--- src/rtl/uartprobe_pkg.sv ---
// Shared types and constants for the probe's UART receive path.
package uartprobe_pkg;

    localparam int UART_DATA_BITS         = 8;
    localparam int CYCLES_PER_BIT_DEFAULT = 868;   // 100 MHz / 115200 baud

    localparam logic [2:0] RX_ST_IDLE      = 3'd0;
    localparam logic [2:0] RX_ST_START     = 3'd1;
    localparam logic [2:0] RX_ST_DATA      = 3'd2;
    localparam logic [2:0] RX_ST_STOP      = 3'd3;
    localparam logic [2:0] RX_ST_WAIT_IDLE = 3'd4;

    typedef enum logic [2:0] {
        RX_IDLE      = RX_ST_IDLE,
        RX_START     = RX_ST_START,
        RX_DATA      = RX_ST_DATA,
        RX_STOP      = RX_ST_STOP,
        RX_WAIT_IDLE = RX_ST_WAIT_IDLE
    } rx_state_t;

endpackage

--- src/rtl/uartprobe_sync.sv ---
// Generic two-flop synchroniser for signals crossing into clk.
// The reset value lets idle-high lines (uart) and idle-low lines (gpi) share it.
module uartprobe_sync #(
    parameter int              WIDTH     = 1,
    parameter logic [WIDTH-1:0] RESET_VAL = '0
) (
    input  logic             clk,
    input  logic             areset,
    input  logic [WIDTH-1:0] d,
    output logic [WIDTH-1:0] q
);

    logic [WIDTH-1:0] meta;

    // Two back-to-back flops; only q is safe to use downstream.
    always_ff @(posedge clk or posedge areset) begin
        if (areset) begin
            meta <= RESET_VAL;
            q    <= RESET_VAL;
        end else begin
            meta <= d;
            q    <= meta;
        end
    end

endmodule

--- src/rtl/uartprobe_uart_rx.sv ---
// 8N1 UART receiver with a single-byte holding register and valid/ready handoff.
//
// state      | meaning
// -----------+-----------------------------------------------------------
// IDLE       | hunting for a low line (start bit edge)
// START      | waiting to mid start bit; high there means a glitch
// DATA       | sampling 8 data bits LSB first at bit centres
// STOP       | sampling stop bit; deliver, overrun or framing error
// WAIT_IDLE  | after framing error, wait for a full idle stretch of high line
module uartprobe_uart_rx
    import uartprobe_pkg::*;
#(
    parameter int CYCLES_PER_BIT = CYCLES_PER_BIT_DEFAULT,
    parameter int IDLE_HIGH_BITS = 1
) (
    input  logic                      clk,
    input  logic                      areset,
    input  logic                      uart_rx,
    output logic                      rx_valid,
    output logic [UART_DATA_BITS-1:0] rx_data,
    input  logic                      rx_ready,
    output logic                      rx_frame_err,
    output logic                      rx_overrun,
    output logic                      rx_busy
);

    localparam int CW          = $clog2(CYCLES_PER_BIT);
    localparam int IDLE_CYCLES = IDLE_HIGH_BITS * CYCLES_PER_BIT;
    localparam int IW          = $clog2(IDLE_CYCLES);

    localparam logic [CW-1:0] CNT_HALF  = CW'(CYCLES_PER_BIT / 2 - 1);
    localparam logic [CW-1:0] CNT_FULL  = CW'(CYCLES_PER_BIT - 1);
    localparam logic [IW-1:0] IDLE_LAST = IW'(IDLE_CYCLES - 1);
    localparam logic [2:0]    BIT_LAST  = 3'(UART_DATA_BITS - 1);

    logic                      line;
    rx_state_t                 state, state_nxt;
    logic [CW-1:0]             cnt, cnt_nxt;
    logic [IW-1:0]             idle_cnt, idle_cnt_nxt;
    logic [2:0]                bit_idx, bit_idx_nxt;
    logic [UART_DATA_BITS-1:0] shift_reg, shift_nxt;
    logic [UART_DATA_BITS-1:0] data_nxt;
    logic                      valid_nxt;
    logic                      ferr_nxt;
    logic                      ovr_nxt;

    uartprobe_sync #(
        .WIDTH     (1),
        .RESET_VAL (1'b1)
    ) u_sync (
        .clk    (clk),
        .areset (areset),
        .d      (uart_rx),
        .q      (line)
    );

    assign rx_busy = (state != RX_IDLE);

    // State, timers, shifter and the output holding register.
    always_ff @(posedge clk or posedge areset) begin
        if (areset) begin
            state        <= RX_IDLE;
            cnt          <= '0;
            idle_cnt     <= '0;
            bit_idx      <= '0;
            shift_reg    <= '0;
            rx_data      <= '0;
            rx_valid     <= 1'b0;
            rx_frame_err <= 1'b0;
            rx_overrun   <= 1'b0;
        end else begin
            state        <= state_nxt;
            cnt          <= cnt_nxt;
            idle_cnt     <= idle_cnt_nxt;
            bit_idx      <= bit_idx_nxt;
            shift_reg    <= shift_nxt;
            rx_data      <= data_nxt;
            rx_valid     <= valid_nxt;
            rx_frame_err <= ferr_nxt;
            rx_overrun   <= ovr_nxt;
        end
    end

    // Next-state, bit-centre sampling and handshake decisions.
    always_comb begin
        state_nxt    = state;
        cnt_nxt      = cnt;
        idle_cnt_nxt = idle_cnt;
        bit_idx_nxt  = bit_idx;
        shift_nxt    = shift_reg;
        data_nxt     = rx_data;
        valid_nxt    = rx_valid;
        ferr_nxt     = 1'b0;
        ovr_nxt      = 1'b0;

        if (rx_valid && rx_ready) begin
            valid_nxt = 1'b0;
        end

        case (state)
            RX_IDLE: begin
                if (!line) begin
                    state_nxt = RX_START;
                    cnt_nxt   = CNT_HALF;
                end
            end
            RX_START: begin
                if (cnt == '0) begin
                    if (line) begin
                        state_nxt = RX_IDLE;
                    end else begin
                        state_nxt   = RX_DATA;
                        bit_idx_nxt = '0;
                        cnt_nxt     = CNT_FULL;
                    end
                end else begin
                    cnt_nxt = cnt - 1'b1;
                end
            end
            RX_DATA: begin
                if (cnt == '0) begin
                    shift_nxt[bit_idx] = line;
                    cnt_nxt            = CNT_FULL;
                    if (bit_idx == BIT_LAST) begin
                        state_nxt   = RX_STOP;
                        bit_idx_nxt = '0;
                    end else begin
                        bit_idx_nxt = bit_idx + 3'd1;
                    end
                end else begin
                    cnt_nxt = cnt - 1'b1;
                end
            end
            RX_STOP: begin
                if (cnt == '0) begin
                    if (line) begin
                        // Leaving mid stop bit lets the next start edge be caught with no gap.
                        state_nxt = RX_IDLE;
                        if (!rx_valid || rx_ready) begin
                            data_nxt  = shift_reg;
                            valid_nxt = 1'b1;
                        end else begin
                            ovr_nxt = 1'b1;
                        end
                    end else begin
                        ferr_nxt     = 1'b1;
                        state_nxt    = RX_WAIT_IDLE;
                        idle_cnt_nxt = IDLE_LAST;
                    end
                end else begin
                    cnt_nxt = cnt - 1'b1;
                end
            end
            RX_WAIT_IDLE: begin
                if (!line) begin
                    idle_cnt_nxt = IDLE_LAST;
                end else if (idle_cnt == '0) begin
                    state_nxt = RX_IDLE;
                end else begin
                    idle_cnt_nxt = idle_cnt - 1'b1;
                end
            end
            default: begin
                state_nxt = RX_IDLE;
            end
        endcase
    end

endmodule

--- config.mk ---
export PLATFORM = sky130hd
export DESIGN_NAME = uartprobe_uart_rx
export DESIGN_NICKNAME = d
export VERILOG_FILES = /design/src/rtl/uartprobe_pkg.sv /design/src/rtl/uartprobe_sync.sv /design/src/rtl/uartprobe_uart_rx.sv
export SDC_FILE = /design/constraint.sdc
export NUM_CORES = 1
export LEC_CHECK = 0
export ABC_AREA = 1
export CORE_MARGIN = 2
export CORE_UTILIZATION = 59
export CTS_BUF_LIST = sky130_fd_sc_hd__clkbuf_4 sky130_fd_sc_hd__clkbuf_8 sky130_fd_sc_hd__clkbuf_16
export DETAILED_ROUTE_END_ITERATION = 7
export GPL_ROUTABILITY_DRIVEN = 0
export PLACE_DENSITY_LB_ADDON = 0.25
export SYNTH_ARGS = -nofsm -noshare
export SYNTH_HDL_FRONTEND = slang
export SYNTH_SLANG_ARGS = --single-unit
export TNS_END_PERCENT = 5
--- constraint.sdc ---
create_clock -name clk -period 2.1 [get_ports clk]
set_clock_uncertainty 0.05 [all_clocks]
set_input_delay 0.42 -clock clk [delete_from_list [all_inputs] [get_ports clk]]
set_output_delay 0.42 -clock clk [all_outputs]
set_load 0.02 [all_outputs]
; ---- Word-level counts from Yosys, hierarchy flattened
; Cells that the tools add are included.
[op_classes]
muxes = 40
addsub = 3
magnitude_cmp = 2
eq_ne = 17
reduce_logical = 17
[op_table]
columns = operator, n
row1 = 2-to-1 mux 10 bit, 8
row2 = case mux 10 bit (4 select lines), 1
row3 = 2-to-1 mux 3 bit, 12
row4 = zero test 10 bit, 2
row5 = case mux 10 bit (2 select lines), 1
row6 = "subtractor 10 x 1 -> 10 bit, second input constant", 2
row7 = "!= test 2 bit, second input constant", 9
row8 = AND reduction 4 bit, 4
row9 = case mux 3 bit (5 select lines), 1
row10 = 2-to-1 mux 1 bit, 13
row11 = bitwise mux 8 bit, 1
row12 = AND reduction 7 bit, 1
row13 = "== test 3 x 2 -> 1 bit, second input constant", 2
row14 = "== test 3 bit, second input constant", 2
row15 = "!= test 3 bit, second input constant", 2
row16 = case mux 3 bit (2 select lines), 1
row17 = "< comparator 3 x 4 -> 1 bit, second input constant", 1
row18 = nonzero test 2 bit, 2
row19 = nonzero test 4 bit, 1
row20 = "adder 3 x 1 -> 3 bit, second input constant", 1
row21 = demux 1 bit (select 3 bit), 1
row22 = "== test 3 x 1 -> 1 bit, second input constant", 1
row23 = "greater-or-equal comparator 3 x 1 -> 1 bit, second input constant", 1
row24 = zero test 3 bit, 1
row25 = 7 further kinds, 8
[word_totals]
input_bits = 4
register_bits = 47
elab_cells = 90

; ---- Longest topological paths before layout
[depth]
word_depth = 6
ltp_mapped = 11

; ---- Hierarchy
; A second synthesis with hierarchy kept.
[hier_totals]
hier_cells = 363
area_unflattened_um2 = 2746.4
[modules_own_cells]
columns = mod, n_inst, area_per_inst_um2, cells_each
row1 = uartprobe_uart_rx, 1, 2690.1, 360
row2 = uartprobe_sync, 1, 56.3, 3

; ---- Worst setup path after synthesis
; OpenSTA, ideal clock, no wires.
[synth_timing]
path_kind = register to register
startpoint = register cnt[0]
endpoint = register rx_data[4]
path_stages_with_launch = 11
synth_period_minus_slack_ns = 1.624
t_arrival_ns = 1.457
slack_ns = 0.476
cell_sequence = dfrtp_1 -> inv_1 -> ha_1 -> inv_1 -> nor2_2 -> nand3_4 -> nor2_2 -> nand3_2 -> buf_6 -> nand2_2 -> o21ai_2
[synth_between]
elab_chain_len = 2
[synth_rtl]
columns = item, line_no
row1 = "start, declared", uartprobe_uart_rx.sv:38  ; logic [CW-1:0] cnt, cnt_nxt;
row2 = "start signal, assigned", uartprobe_uart_rx.sv:73  ; cnt <= cnt_nxt;
row3 = zero test 10 bit, uartprobe_uart_rx.sv:135  ; if (cnt == '0) begin
row4 = AND reduction 4 bit (no line), n/a
row5 = "end signal, assigned", uartprobe_uart_rx.sv:77  ; rx_data <= data_nxt;
row6 = "end, declared", uartprobe_uart_rx.sv:20  ; output logic [UART_DATA_BITS-1:0] rx_data,
; Every way passes these cells.
; A chain may end at the register's enable or synchronous reset.

; ---- Final worst setup path
[layout_timing]
startpoint = register cnt[0]
endpoint = register rx_data[1]
; Same word-level chain as after synthesis.

==> flow_results.xml <==
<?xml version="1.0" encoding="UTF-8"?>
<metrics>
  <group name="sta">
    <metric name="worst_slack" unit="ns">0.204</metric>
    <metric name="totalNegativeSetupSlack" unit="ns">0</metric>
    <metric name="min_period_over_period" unit="%">90.3</metric>
    <metric name="clock.fmax" unit="MHz">527</metric>
    <metric name="rsz_0062_raised_after_global_routing" unit="">no</metric>
    <metric name="fin_worst_hold_slack" unit="ns">0.310</metric>
    <metric name="hold_viol" unit="">0</metric>
    <metric name="period_needed" unit="ns">1.90</metric>
    <metric name="worst_slew_margin_rel" unit="%">74.4</metric>
    <metric name="report.final.setup_viol" unit="">0</metric>
    <metric name="worst_slew_pin_tran" unit="ns">0.383</metric>
    <metric name="slew_violations" unit="">0</metric>
  </group>
  <group name="route">
    <metric name="m1WireLength" unit="um">2470</metric>
    <metric name="routed.top_layer" unit="">met4</metric>
    <metric name="detail_route.vias_per_cell" unit="">5.33</metric>
    <metric name="postRouteAntennaNets" unit="">0</metric>
    <metric name="routed-wl-met2" unit="um">2380</metric>
    <metric name="totalWireLength" unit="um">5170</metric>
    <metric name="route.met3.wl" unit="um">266</metric>
    <metric name="drc" unit="">0</metric>
    <metric name="dr.first_iter.drc_count" unit="">173</metric>
    <metric name="vias" unit="">2278</metric>
    <metric name="drt_pre_antenna_iters" unit="">4</metric>
    <metric name="routed_wire_length_per_instance" unit="um">12.1</metric>
  </group>
  <group name="worst_setup_path">
    <metric name="required_time_of_the_critical_path" unit="ns">2.24</metric>
    <metric name="nature_of_the_critical_path_endpoint" unit="">register</metric>
    <metric name="criticalPathCategory" unit="">reg -&gt; reg</metric>
    <metric name="crit_arrival" unit="ns">2.04</metric>
    <metric name="worstSetupStartpointType" unit="">register</metric>
    <metric name="maximum_fanout_count_along_the_critical_path" unit="">16</metric>
  </group>
  <group name="clock_network">
    <metric name="clock-root-buffer" unit="">sky130_fd_sc_hd__clkbuf_8</metric>
    <metric name="post-cts-setup-buffer-count" unit="">0</metric>
    <metric name="ctsHtreeMaxLevel" unit="">2</metric>
    <metric name="clk_pin_slew" unit="ns">0.09</metric>
    <metric name="clkSinkCount" unit="">47</metric>
    <metric name="cts.hold.buffers_added" unit="">0</metric>
    <metric name="clk_latency" unit="ns">0.30</metric>
    <metric name="clock_tree_from_tritoncts" unit="">yes</metric>
    <metric name="cts_buffer_depth" unit="">2</metric>
    <metric name="cts_inserted_buffers" unit="">5</metric>
  </group>
  <group name="power">
    <metric name="power.net_switching" unit="uW">337</metric>
    <metric name="power_frac_seq" unit="%">56.6</metric>
    <metric name="worst_ir_drop_vdd" unit="mV">0.318</metric>
    <metric name="internal_power_component" unit="uW">1270</metric>
    <metric name="power_density" unit="nW/um^2">529</metric>
    <metric name="clkPwrFrac" unit="%">41.1</metric>
    <metric name="power.leakage" unit="uW">0.00149</metric>
    <metric name="swShare" unit="%">20.9</metric>
    <metric name="combPwrFrac" unit="%">2.3</metric>
    <metric name="total_power" unit="uW">1610</metric>
  </group>
  <group name="status">
    <metric name="run_status" unit="">finished clean</metric>
  </group>
  <group name="logic_synthesis">
    <metric name="synth_top_area_share" unit="%">41.5</metric>
    <metric name="ys_top_cells_by_area" unit="">sky130_fd_sc_hd__dfrtp_1, sky130_fd_sc_hd__nand2_1, sky130_fd_sc_hd__nand3_1</metric>
    <metric name="syn-instance-count" unit="">352</metric>
    <metric name="synth-seq-area-share" unit="%">43.5</metric>
    <metric name="synth.net_count" unit="">362</metric>
    <metric name="synth_warnings" unit="">0</metric>
    <metric name="mappedNetlistArea" unit="um^2">2710</metric>
    <metric name="ys_seq_elements" unit="">47</metric>
    <metric name="syn_avg_cell_area" unit="um^2">7.70</metric>
    <metric name="synthDistinctLibCells" unit="">28</metric>
    <metric name="synthDominantAreaCellType" unit="">sky130_fd_sc_hd__dfrtp_1</metric>
  </group>
  <group name="global_route">
    <metric name="grt-ovfl-total" unit="">0</metric>
    <metric name="grt_max_degree" unit="">23</metric>
    <metric name="grt.total_usage" unit="%">22.3</metric>
    <metric name="grt_pass1_vias" unit="">2142</metric>
    <metric name="antenna_found_initial" unit="">0</metric>
    <metric name="grt_pass1_wl" unit="um">9190</metric>
  </group>
  <group name="floorplan">
    <metric name="floorplan.initialDensity" unit="%">61.8</metric>
    <metric name="io-pin-count" unit="">16</metric>
    <metric name="die-height" unit="um">71.8</metric>
    <metric name="dieArea" unit="um^2">5150</metric>
    <metric name="die_w" unit="um">71.8</metric>
    <metric name="placeableCoreArea" unit="um^2">4380</metric>
    <metric name="fp-row-count" unit="">24</metric>
  </group>
  <group name="cells_and_area">
    <metric name="most-common-layout-cells" unit="">sky130_fd_sc_hd__nand2_1, sky130_fd_sc_hd__dfrtp_1, sky130_fd_sc_hd__inv_1</metric>
    <metric name="largest_registers" unit="">cnt: 10 flops, idle_cnt: 10 flops</metric>
    <metric name="filler_cell_count" unit="">391</metric>
    <metric name="finalNetCount" unit="">384</metric>
    <metric name="layout_commonest_cell" unit="">sky130_fd_sc_hd__nand2_1</metric>
    <metric name="layout_cell_share_with_drive_strength_beyond_1" unit="%">16.8</metric>
    <metric name="n_antenna_cell" unit="">0</metric>
    <metric name="area_delta_synth_final" unit="%">12.4</metric>
  </group>
  <group name="placed_design">
    <metric name="place.detailed.hpwl" unit="um">3920</metric>
    <metric name="numPortBuffers" unit="">15</metric>
    <metric name="post-place-ws" unit="ns">0.207</metric>
  </group>
  <group name="hold_path">
    <metric name="worst_hold_path_type" unit="">reg -&gt; reg</metric>
  </group>
  <group name="job">
    <metric name="max-cap-violations" unit="">0</metric>
  </group>
</metrics>
-- logic make-up after synthesis --
| logic type | after synthesis | synth area share [%] |
|---|---|---|
| AOI/OAI and AO/OA | 37 | 8.91 |
| buffers and inverters | 53 | 8.17 |
| adders and majority gates | 6 | 2.77 |
| DFF | 47 | 43.5 |
| xor gates and xnor gates | 4 | 1.29 |
| and+or+nand+nor | 205 | 35.4 |
-- power by group through the flow --
stage | registers, uW | clock network (uW) | logic [uW]
floorplan | 927 | 0 | 21.9
global placement | 929 | 0 | 38.5
detailed placement | 929 | 0 | 39.4
CTS | 912 | 678 | 39.2
global route | 912 | 716 | 43.4
finish | 912 | 662 | 37.5
-- worst max-delay path, stage by stage (launching register included) --
cell	delay [ns]
sky130_fd_sc_hd__dfrtp_1	0.41
sky130_fd_sc_hd__inv_1	0.14
sky130_fd_sc_hd__ha_1	0.18
sky130_fd_sc_hd__inv_1	0.06
sky130_fd_sc_hd__nor2_2	0.14
sky130_fd_sc_hd__nand3_4	0.11
sky130_fd_sc_hd__nor2_2	0.12
sky130_fd_sc_hd__nand3_2	0.32
sky130_fd_sc_hd__nand2_1	0.19
sky130_fd_sc_hd__o21ai_2	0.06
-- cells in the mapped netlist --
cell,count
sky130_fd_sc_hd__nor2_1,37
sky130_fd_sc_hd__buf_6,2
sky130_fd_sc_hd__nand4_1,10
sky130_fd_sc_hd__nor2_4,2
sky130_fd_sc_hd__nand2_4,2
sky130_fd_sc_hd__o21ai_2,14
sky130_fd_sc_hd__nor4_1,1
sky130_fd_sc_hd__a21oi_2,1
sky130_fd_sc_hd__ha_1,6
sky130_fd_sc_hd__inv_1,41
sky130_fd_sc_hd__clkbuf_1,2
sky130_fd_sc_hd__nor3_1,1
sky130_fd_sc_hd__xor2_1,4
sky130_fd_sc_hd__inv_4,1
sky130_fd_sc_hd__nand3_1,36
sky130_fd_sc_hd__clkinv_4,1
sky130_fd_sc_hd__nand3_4,1
sky130_fd_sc_hd__a21oi_1,3
sky130_fd_sc_hd__nand2_1,92
sky130_fd_sc_hd__dfstp_2,2
sky130_fd_sc_hd__o21ai_1,3
sky130_fd_sc_hd__nand2_2,8
sky130_fd_sc_hd__nand3b_1,3
sky130_fd_sc_hd__nor2_2,9
sky130_fd_sc_hd__nand3_2,3
sky130_fd_sc_hd__inv_2,6
sky130_fd_sc_hd__o21ai_0,16
sky130_fd_sc_hd__dfrtp_1,45
-- worst paths after layout --
path	cells after the start	start	end	slack (ns)
setup reg to reg	9	cnt[0]$_DFFE_PP0P_	rx_data[1]$_DFFE_PP0P_	0.20
max in group asynchronous	3	areset	rx_data[3]$_DFFE_PP0P_	1.12
setup / recovery	9	cnt[0]$_DFFE_PP0P_	rx_data[1]$_DFFE_PP0P_	0.20
min in group asynchronous	2	areset	idle_cnt[5]$_DFFE_PP0P_	0.32
hold / removal	0	u_sync.meta$_DFF_PP1_	u_sync.q$_DFF_PP1_	0.31
hold reg to reg	0	u_sync.meta$_DFF_PP1_	u_sync.q$_DFF_PP1_	0.31
-- per-stage QoR --
stage	util (%)	area, um^2	cells
floorplan	-	2710	352
global placement	66.8	2930	419
detailed placement	66.8	2930	419
CTS	69.4	3040	427
global route	69.5	3050	427
finish	69.5	3050	427
-- metal layers --
layer | GRT usage, % | vias up
met3 | 5.06 | 6
met2 | 35.8 | 49
met4 | 5.87 | 0
met1 | 30.7 | 1052
met5 | 0 | -
li1 | - | 1171
-- final cells by class --
type / count / area [um^2] / share of cell area [%]
Multi-Input combinational cell: 252 / 1320 / 43.2
Clock buffer: 5 / 68.8 / 2.26
Inverter: 49 / 191 / 6.28
Sequential cell: 47 / 1180 / 38.7
Tap cell: 52 / 65.1 / 2.14
Clock inverter: 3 / 43.8 / 1.44
Timing Repair Buffer: 19 / 183 / 6.00
-- what timing repair did --
item	in CTS	in global routing
resized for setup	1	1
endpoints found under the setup margin	1	1
endpoints found under the hold margin	0	0
Power figures use the tool's default switching activity.
